==> src/rtl/btn_pkg.sv <==
// Shared types and helpers for the time-shared button debounce controller.
package btn_pkg;

  typedef enum logic {
    SCAN_IDLE = 1'b0,
    SCAN_RUN  = 1'b1
  } scan_state_t;

  // Widest button index supported (16 buttons).
  localparam int MAX_IW = 4;

  function automatic int idx_w(input int n);
    return (n > 1) ? $clog2(n) : 1;
  endfunction

  typedef struct packed {
    logic [MAX_IW-1:0] id;
    logic              press;
  } evt_t;

endpackage

==> src/rtl/button_scan_ctrl_tick_gen.sv <==
// Sample-tick strobe: one-cycle enable pulse every DIV cycles, keeps the block single-clock.
module tick_gen #(
  parameter int DIV = 50000
) (
  input  logic clk_crystal,
  input  logic rst_n,
  input  logic enable,
  output logic tick
);

  localparam int CW = (DIV > 1) ? $clog2(DIV) : 1;

  logic [CW-1:0] cnt;

  assign tick = enable && (cnt == CW'(DIV - 1));

  always_ff @(posedge clk_crystal or negedge rst_n) begin
    if (!rst_n)               cnt <= '0;
    else if (!enable || tick) cnt <= '0;
    else                      cnt <= cnt + 1'b1;
  end

endmodule

==> src/rtl/button_scan_ctrl.sv <==
// Debounces N_BTN buttons through one shared compare/count datapath, scanning one
// button per cycle after each sample tick, and queues level changes as events.
module button_scan_ctrl
  import btn_pkg::*;
#(
  parameter int N_BTN      = 4,
  parameter int TICK_DIV   = 50000,
  parameter int STABLE_CNT = 3
) (
  input  logic                      clk_crystal,
  input  logic                      rst_n,
  input  logic [N_BTN-1:0]          btn_in,
  input  logic                      enable,
  output logic [N_BTN-1:0]          btn_level,
  output logic [N_BTN-1:0]          press,
  // 'release' is a reserved word, hence the suffix.
  output logic [N_BTN-1:0]          release_pulse,
  output logic                      evt_valid,
  output logic [idx_w(N_BTN)-1:0]   evt_id,
  output logic                      evt_press,
  input  logic                      evt_ready,
  output logic                      evt_ovf
);

  localparam int IW = idx_w(N_BTN);
  localparam int CW = $clog2(STABLE_CNT + 1);

  logic [N_BTN-1:0]          sync1, sync2;
  logic [N_BTN-1:0][CW-1:0]  cnt;
  logic [N_BTN-1:0]          pend, set_mask, clr_mask;
  scan_state_t               state;
  logic [IW-1:0]             idx;
  logic                      tick;
  logic                      cur_sync, cur_lvl, flip;
  logic [CW-1:0]             cur_cnt;
  logic                      load, sel_hit;
  logic [IW-1:0]             sel_idx;

  tick_gen #(.DIV(TICK_DIV)) u_tick (
    .clk_crystal (clk_crystal),
    .rst_n       (rst_n),
    .enable      (enable),
    .tick        (tick)
  );

  always_ff @(posedge clk_crystal or negedge rst_n) begin
    if (!rst_n) begin
      sync1 <= '0;
      sync2 <= '0;
    end else begin
      sync1 <= btn_in;
      sync2 <= sync1;
    end
  end

  // Shared datapath: only the button under idx is looked at this cycle.
  assign cur_sync = sync2[idx];
  assign cur_lvl  = btn_level[idx];
  assign cur_cnt  = cnt[idx];
  assign flip     = (state == SCAN_RUN) && (cur_sync != cur_lvl) &&
                    (cur_cnt == CW'(STABLE_CNT - 1));

  always_ff @(posedge clk_crystal or negedge rst_n) begin
    if (!rst_n) begin
      state         <= SCAN_IDLE;
      idx           <= '0;
      cnt           <= '0;
      btn_level     <= '0;
      press         <= '0;
      release_pulse <= '0;
    end else begin
      press         <= '0;
      release_pulse <= '0;
      case (state)
        SCAN_IDLE: if (tick) begin
          idx   <= '0;
          state <= SCAN_RUN;
        end
        SCAN_RUN: begin
          if (cur_sync == cur_lvl) begin
            cnt[idx] <= '0;
          end else if (flip) begin
            btn_level[idx] <= ~cur_lvl;
            cnt[idx]       <= '0;
            if (cur_lvl) release_pulse[idx] <= 1'b1;
            else         press[idx]         <= 1'b1;
          end else begin
            cnt[idx] <= cur_cnt + 1'b1;
          end
          if (idx == IW'(N_BTN - 1)) state <= SCAN_IDLE;
          else                       idx   <= idx + 1'b1;
        end
        default: state <= SCAN_IDLE;
      endcase
    end
  end

  always_comb begin
    sel_hit = 1'b0;
    sel_idx = '0;
    for (int i = N_BTN - 1; i >= 0; i--) begin
      if (pend[i]) begin
        sel_hit = 1'b1;
        sel_idx = IW'(i);
      end
    end
  end

  assign load     = !evt_valid || evt_ready;
  assign clr_mask = (load && sel_hit) ? (N_BTN'(1) << sel_idx) : '0;
  assign set_mask = flip ? (N_BTN'(1) << idx) : '0;

  // A set in the same cycle as a clear of the same bit wins and is not an overflow.
  always_ff @(posedge clk_crystal or negedge rst_n) begin
    if (!rst_n) begin
      pend      <= '0;
      evt_ovf   <= 1'b0;
      evt_valid <= 1'b0;
      evt_id    <= '0;
      evt_press <= 1'b0;
    end else begin
      pend <= (pend & ~clr_mask) | set_mask;
      if (flip && pend[idx] && !clr_mask[idx]) evt_ovf <= 1'b1;
      if (load) begin
        evt_valid <= sel_hit;
        if (sel_hit) begin
          evt_id    <= sel_idx;
          evt_press <= btn_level[sel_idx];
        end
      end
    end
  end

endmodule

==> config.mk <==
export PLATFORM = sky130hd
export DESIGN_NAME = button_scan_ctrl
export DESIGN_NICKNAME = d
export VERILOG_FILES = /design/src/rtl/btn_pkg.sv /design/src/rtl/button_scan_ctrl_tick_gen.sv /design/src/rtl/button_scan_ctrl.sv
export SDC_FILE = /design/constraint.sdc
export NUM_CORES = 1
export LEC_CHECK = 0
export BUFFER_PORTS_ARGS = -buffer_cell sky130_fd_sc_hd__buf_4
export CAP_MARGIN = 20
export CORE_UTILIZATION = 52
export DETAILED_ROUTE_END_ITERATION = 10
export GPL_TIMING_DRIVEN = 0
export PLACE_DENSITY = 0.74
export SKIP_CTS_REPAIR_TIMING = 1
export SLEW_MARGIN = 0
export SYNTH_ARGS = -nofsm -noshare
export SYNTH_HDL_FRONTEND = slang
export SYNTH_SLANG_ARGS = --single-unit
export TNS_END_PERCENT = 50
==> constraint.sdc <==
create_clock -name clk_crystal -period 2.29 [get_ports clk_crystal]
set_clock_uncertainty 0.1 [all_clocks]
set_input_delay 0.229 -clock clk_crystal [delete_from_list [all_inputs] [get_ports clk_crystal]]
set_output_delay 0.229 -clock clk_crystal [all_outputs]
set_load 0.02 [all_outputs]
==> impl_table.tex <==
\begin{tabular}{lr}
\hline
Metric & Value \\
\hline
\multicolumn{2}{l}{\textbf{Route}} \\
Routed length per placed instance & 13.2 µm \\
DRC violation total after the first TritonRoute iteration & 99 \\
Vias post-DR & 1808 \\
Average vias per placed instance & 5.43 \\
DRC violations left & 0 \\
Total wire length after detailed routing & 4380 µm \\
Pre-antenna DRT Iters & 4 \\
Post-DRT Antenna Nets & 0 \\
\multicolumn{2}{l}{\textbf{Timing}} \\
Fin worst setup slack & 80.9 ps \\
Final setup viols & 0 \\
Top achievable clock speed & 453 MHz \\
Relative slew margins & 0.545 \\
Post-layout min period & 2210 ps \\
Total negative slack for setup checks & 0 ps \\
Max-slew violation total from the final report & 0 \\
Final critical-path share of the clock period & 0.965 \\
Setup repair after global routing missed its margin & true \\
Hold Vio Cnt, Final & 0 \\
Worst Tran Pin Value & 682 ps \\
\multicolumn{2}{l}{\textbf{Global route}} \\
Number of global-route vias before repair & 1658 \\
Wire length of the first global-routing pass & 7510 µm \\
Met3 track demand over resource in global routing & 0.0422 \\
Remaining Overflow, GRT & 0 \\
Met1 demand-to-capacity share in global routing & 0.268 \\
Overall fraction of global-route tracks in use & 0.191 \\
Largest net degree at the start of global routing & 57 \\
Routing layer with the top usage in global route & met2 \\
Number of antenna violations at the first check in global routing & 0 \\
Met2 demand-to-capacity share in global routing & 0.296 \\
\multicolumn{2}{l}{\textbf{Floorplanning}} \\
Floorplan die area & 5170 µm² \\
Vert. Die Dim & 71.9 µm \\
DIE WIDTH & 71.9 µm \\
Starting Density & 0.537 \\
IO Count & 25 \\
Site Rows & 25 \\
Core Footprint & 4720 µm² \\
\multicolumn{2}{l}{\textbf{Yosys}} \\
Cell taking the most area after synthesis & sky130\_fd\_sc\_hd\_\_dfrtp\_1 \\
Post-synthesis share of cell area spent on xor and xnor gates & 0.0419 \\
Syn avg cell area & 11.2 µm² \\
Sequential cell area fraction in the yosys report & 0.552 \\
Largest cells by area after synthesis & sky130\_fd\_sc\_hd\_\_dfrtp\_1 (55\%), sky130\_fd\_sc\_hd\_\_o21ai\_0 (3.7\%), sky130\_fd\_sc\_hd\_\_mux2\_2 (3.5\%), sky130\_fd\_sc\_hd\_\_mux4\_2 (3.5\%), sky130\_fd\_sc\_hd\_\_nand2\_1 (3.1\%) \\
Most frequently used flop master after synthesis & sky130\_fd\_sc\_hd\_\_dfrtp\_1 \\
EDFF count, synth & 0 \\
Multiplexer area fraction after synthesis & 0.0828 \\
Post-synthesis instance total & 226 \\
Post-synthesis compound-gate area fraction & 0.0936 \\
Synth Area in Adders & 0.0296 \\
Simple-gate share of the synthesized area & 0.171 \\
Number of warnings reported in the yosys synthesis log & 0 \\
Number of storage elements in the synthesis netlist & 56 \\
Post-Synthesis Net Count & 240 \\
Post-synth ARST share & 1.00 \\
Largest family of logic cells by synthesized area & simple AND/OR/NAND/NOR gates \\
Netlist area before placement & 2540 µm² \\
Count of different cell masters after synthesis & 39 \\
Share of the synthesized area in the top cell type & 0.552 \\
\multicolumn{2}{l}{\textbf{Clock network}} \\
TritonCTS clock tree & done \\
H-tree lvl count & 2 \\
Maximum clock path buffer count & 2 \\
Cell at the root of the clock tree & sky130\_fd\_sc\_hd\_\_clkbuf\_8 \\
Source-to-sink clock delay at the later pin of the worst-skew pair & 310 ps \\
Number of buffers created by CTS & 5 \\
Clock Pin Slew Worst Setup and Hold Paths & 100 ps \\
Clk sink count & 56 \\
\multicolumn{2}{l}{\textbf{Placement}} \\
Worst slack at placement & -254 ps \\
Routability congestion estimate & 0.786 \\
Half-perimeter wire length of the detailed placement result & 2980 µm \\
Port Buf Inserts & 24 \\
\multicolumn{2}{l}{\textbf{Setup path}} \\
Worst endpoint data arrival time & 2300 ps \\
Setup crit end & btn\_level[1] \\
Req. time, crit path & 2380 ps \\
Setup crit end kind & register \\
Type of the worst setup path & register to register \\
Endpoint of the worst-slack reg-to-reg timing path & btn\_level[1] \\
Highest fanout seen on the critical path & 10 \\
CP startpoint & idx[0] \\
Number of cells on the worst reg-to-reg path & 9 \\
Slack of the worst reg-to-reg path & 80 ps \\
Startpoint Class & register \\
Launch instance of the worst register-to-register path & idx[0] \\
\multicolumn{2}{l}{\textbf{Pwr}} \\
Power density cells & 572 nW/µm² \\
Static Leak & 1.39 nW \\
Maximum resistive drop on vdd & 0.341 mV \\
\multicolumn{2}{l}{\textbf{Cells and area}} \\
Area taken by flip-flops and latches & 1400 µm² \\
Area growth syn-to-layout & 17.4\% \\
Area used by multi-input combinational logic & 1060 µm² \\
Final net count & 279 \\
Diode count & 0 \\
Fraction of final layout cells with drive strength greater than 1 & 0.203 \\
Fill cells & 375 \\
\multicolumn{2}{l}{\textbf{Worst hold path}} \\
Min-delay worst type & input port to register \\
Worst hold path cell count & 2 \\
\multicolumn{2}{l}{\textbf{Run status}} \\
Run status & completed \\
\multicolumn{2}{l}{\textbf{Flow run}} \\
Max\_cap viols & 0 \\
\hline
\end{tabular}
-- cell families (layout without fill, tap and decap cells) --
kind of cell / after synthesis / after routing
adders and majority gates: 6 / 6
buffers and inverters: 17 / 57
xor gates and xnor gates: 10 / 10
muxes: 15 / 15
DFF: 56 / 56
and+or+nand+nor: 81 / 81
AOI/OAI and AO/OA: 41 / 41
-- cell usage after synthesis (all sizes together), types with 2 or more instances --
cell type / instances
a21oi: 8
nand4: 5
clkbuf: 7
nor3: 4
mux2: 8
nand2: 21
nand3: 3
xor2: 7
nor2: 19
nand2b: 4
buf: 3
nand3b: 2
ha: 6
and2: 7
and3: 3
mux4: 4
a31oi: 6
mux2i: 3
nor4bb: 2
or4: 3
dfrtp: 56
o21ai: 19
or3: 2
xnor2: 3
inv: 7
and4: 3
o31ai: 3
-- through the flow --
stage               hold WS (ps)  total power, mW  cells  area [µm²]   util
floorplan                   -167             1.10    226        2540      -
global placement             215             1.16    317        2800  0.593
detailed placement           217             1.16    317        2800  0.593
CTS                         -125             1.72    325        2900  0.614
global route                49.3             1.78    333        2980  0.631
finish                      53.8             1.71    333        2980  0.631
-- metal layers --
metal	routed length (µm)	vias up
met4	59	0
met3	145	6
met1	2160	892
met5	0	-
li1	-	873
met2	2020	37
-- worst min path at each step --
stage                 from            end  slack [ps]
global route        enable  u_tick.cnt[2]          50
detailed placement   rst_n      evt_valid         220
global placement     rst_n      evt_id[1]         220
finish              enable  u_tick.cnt[2]          50
CTS                  rst_n      evt_valid        -120
floorplan            rst_n   btn_level[0]        -170
-- sequential cells by signal (all words and copies together) (netlist names), 2 cells and up --
name,flops
u_tick.cnt,16
sync2,4
cnt,8
press,4
pend,4
idx,2
sync1,4
evt_id,2
btn_level,4
release_pulse,4
-- power breakdown --
part	leakage, nW	switching, mW	internal (mW)
combinational	0.595	0.0667	0.0506
sequential	0.744	0.0149	1.01
clock	0.0516	0.312	0.248
-- layout make-up --
cell class,count,share of cell area
tap,67,0.0281
multi-input combinational,153,0.357
sequential,56,0.470
clock buffer,6,0.0277
inverter,7,0.00881
buffer,10,0.0189
timing repair buffer,32,0.0848
clock inverter,2,0.00462
-- worst max-delay path, cell delays in order (launching register included) --
cell	delay (ps)
sky130_fd_sc_hd__dfrtp_1	410
sky130_fd_sc_hd__buf_6	140
sky130_fd_sc_hd__mux4_2	520
sky130_fd_sc_hd__inv_1	80
sky130_fd_sc_hd__ha_1	180
sky130_fd_sc_hd__and2_4	170
sky130_fd_sc_hd__buf_4	160
sky130_fd_sc_hd__nand2_1	110
sky130_fd_sc_hd__o21ai_1	140
sky130_fd_sc_hd__o21ai_0	90
-- cell usage in the layout (no fill, tap or decap), drive strengths merged, types with 3 or more instances in the layout --
cell,count
dfrtp,56
buf,31
nand2,21
nor2,19
o21ai,19
clkbuf,12
a21oi,8
mux2,8
inv,8
xor2,7
and2,7
a31oi,6
ha,6
nand4,5
dlygate4sd3,5
mux4,4
nand2b,4
nor3,4
and3,3
nand3,3
and4,3
o31ai,3
or4,3
mux2i,3
xnor2,3
Note: power is estimated with default switching activity, not from simulation.
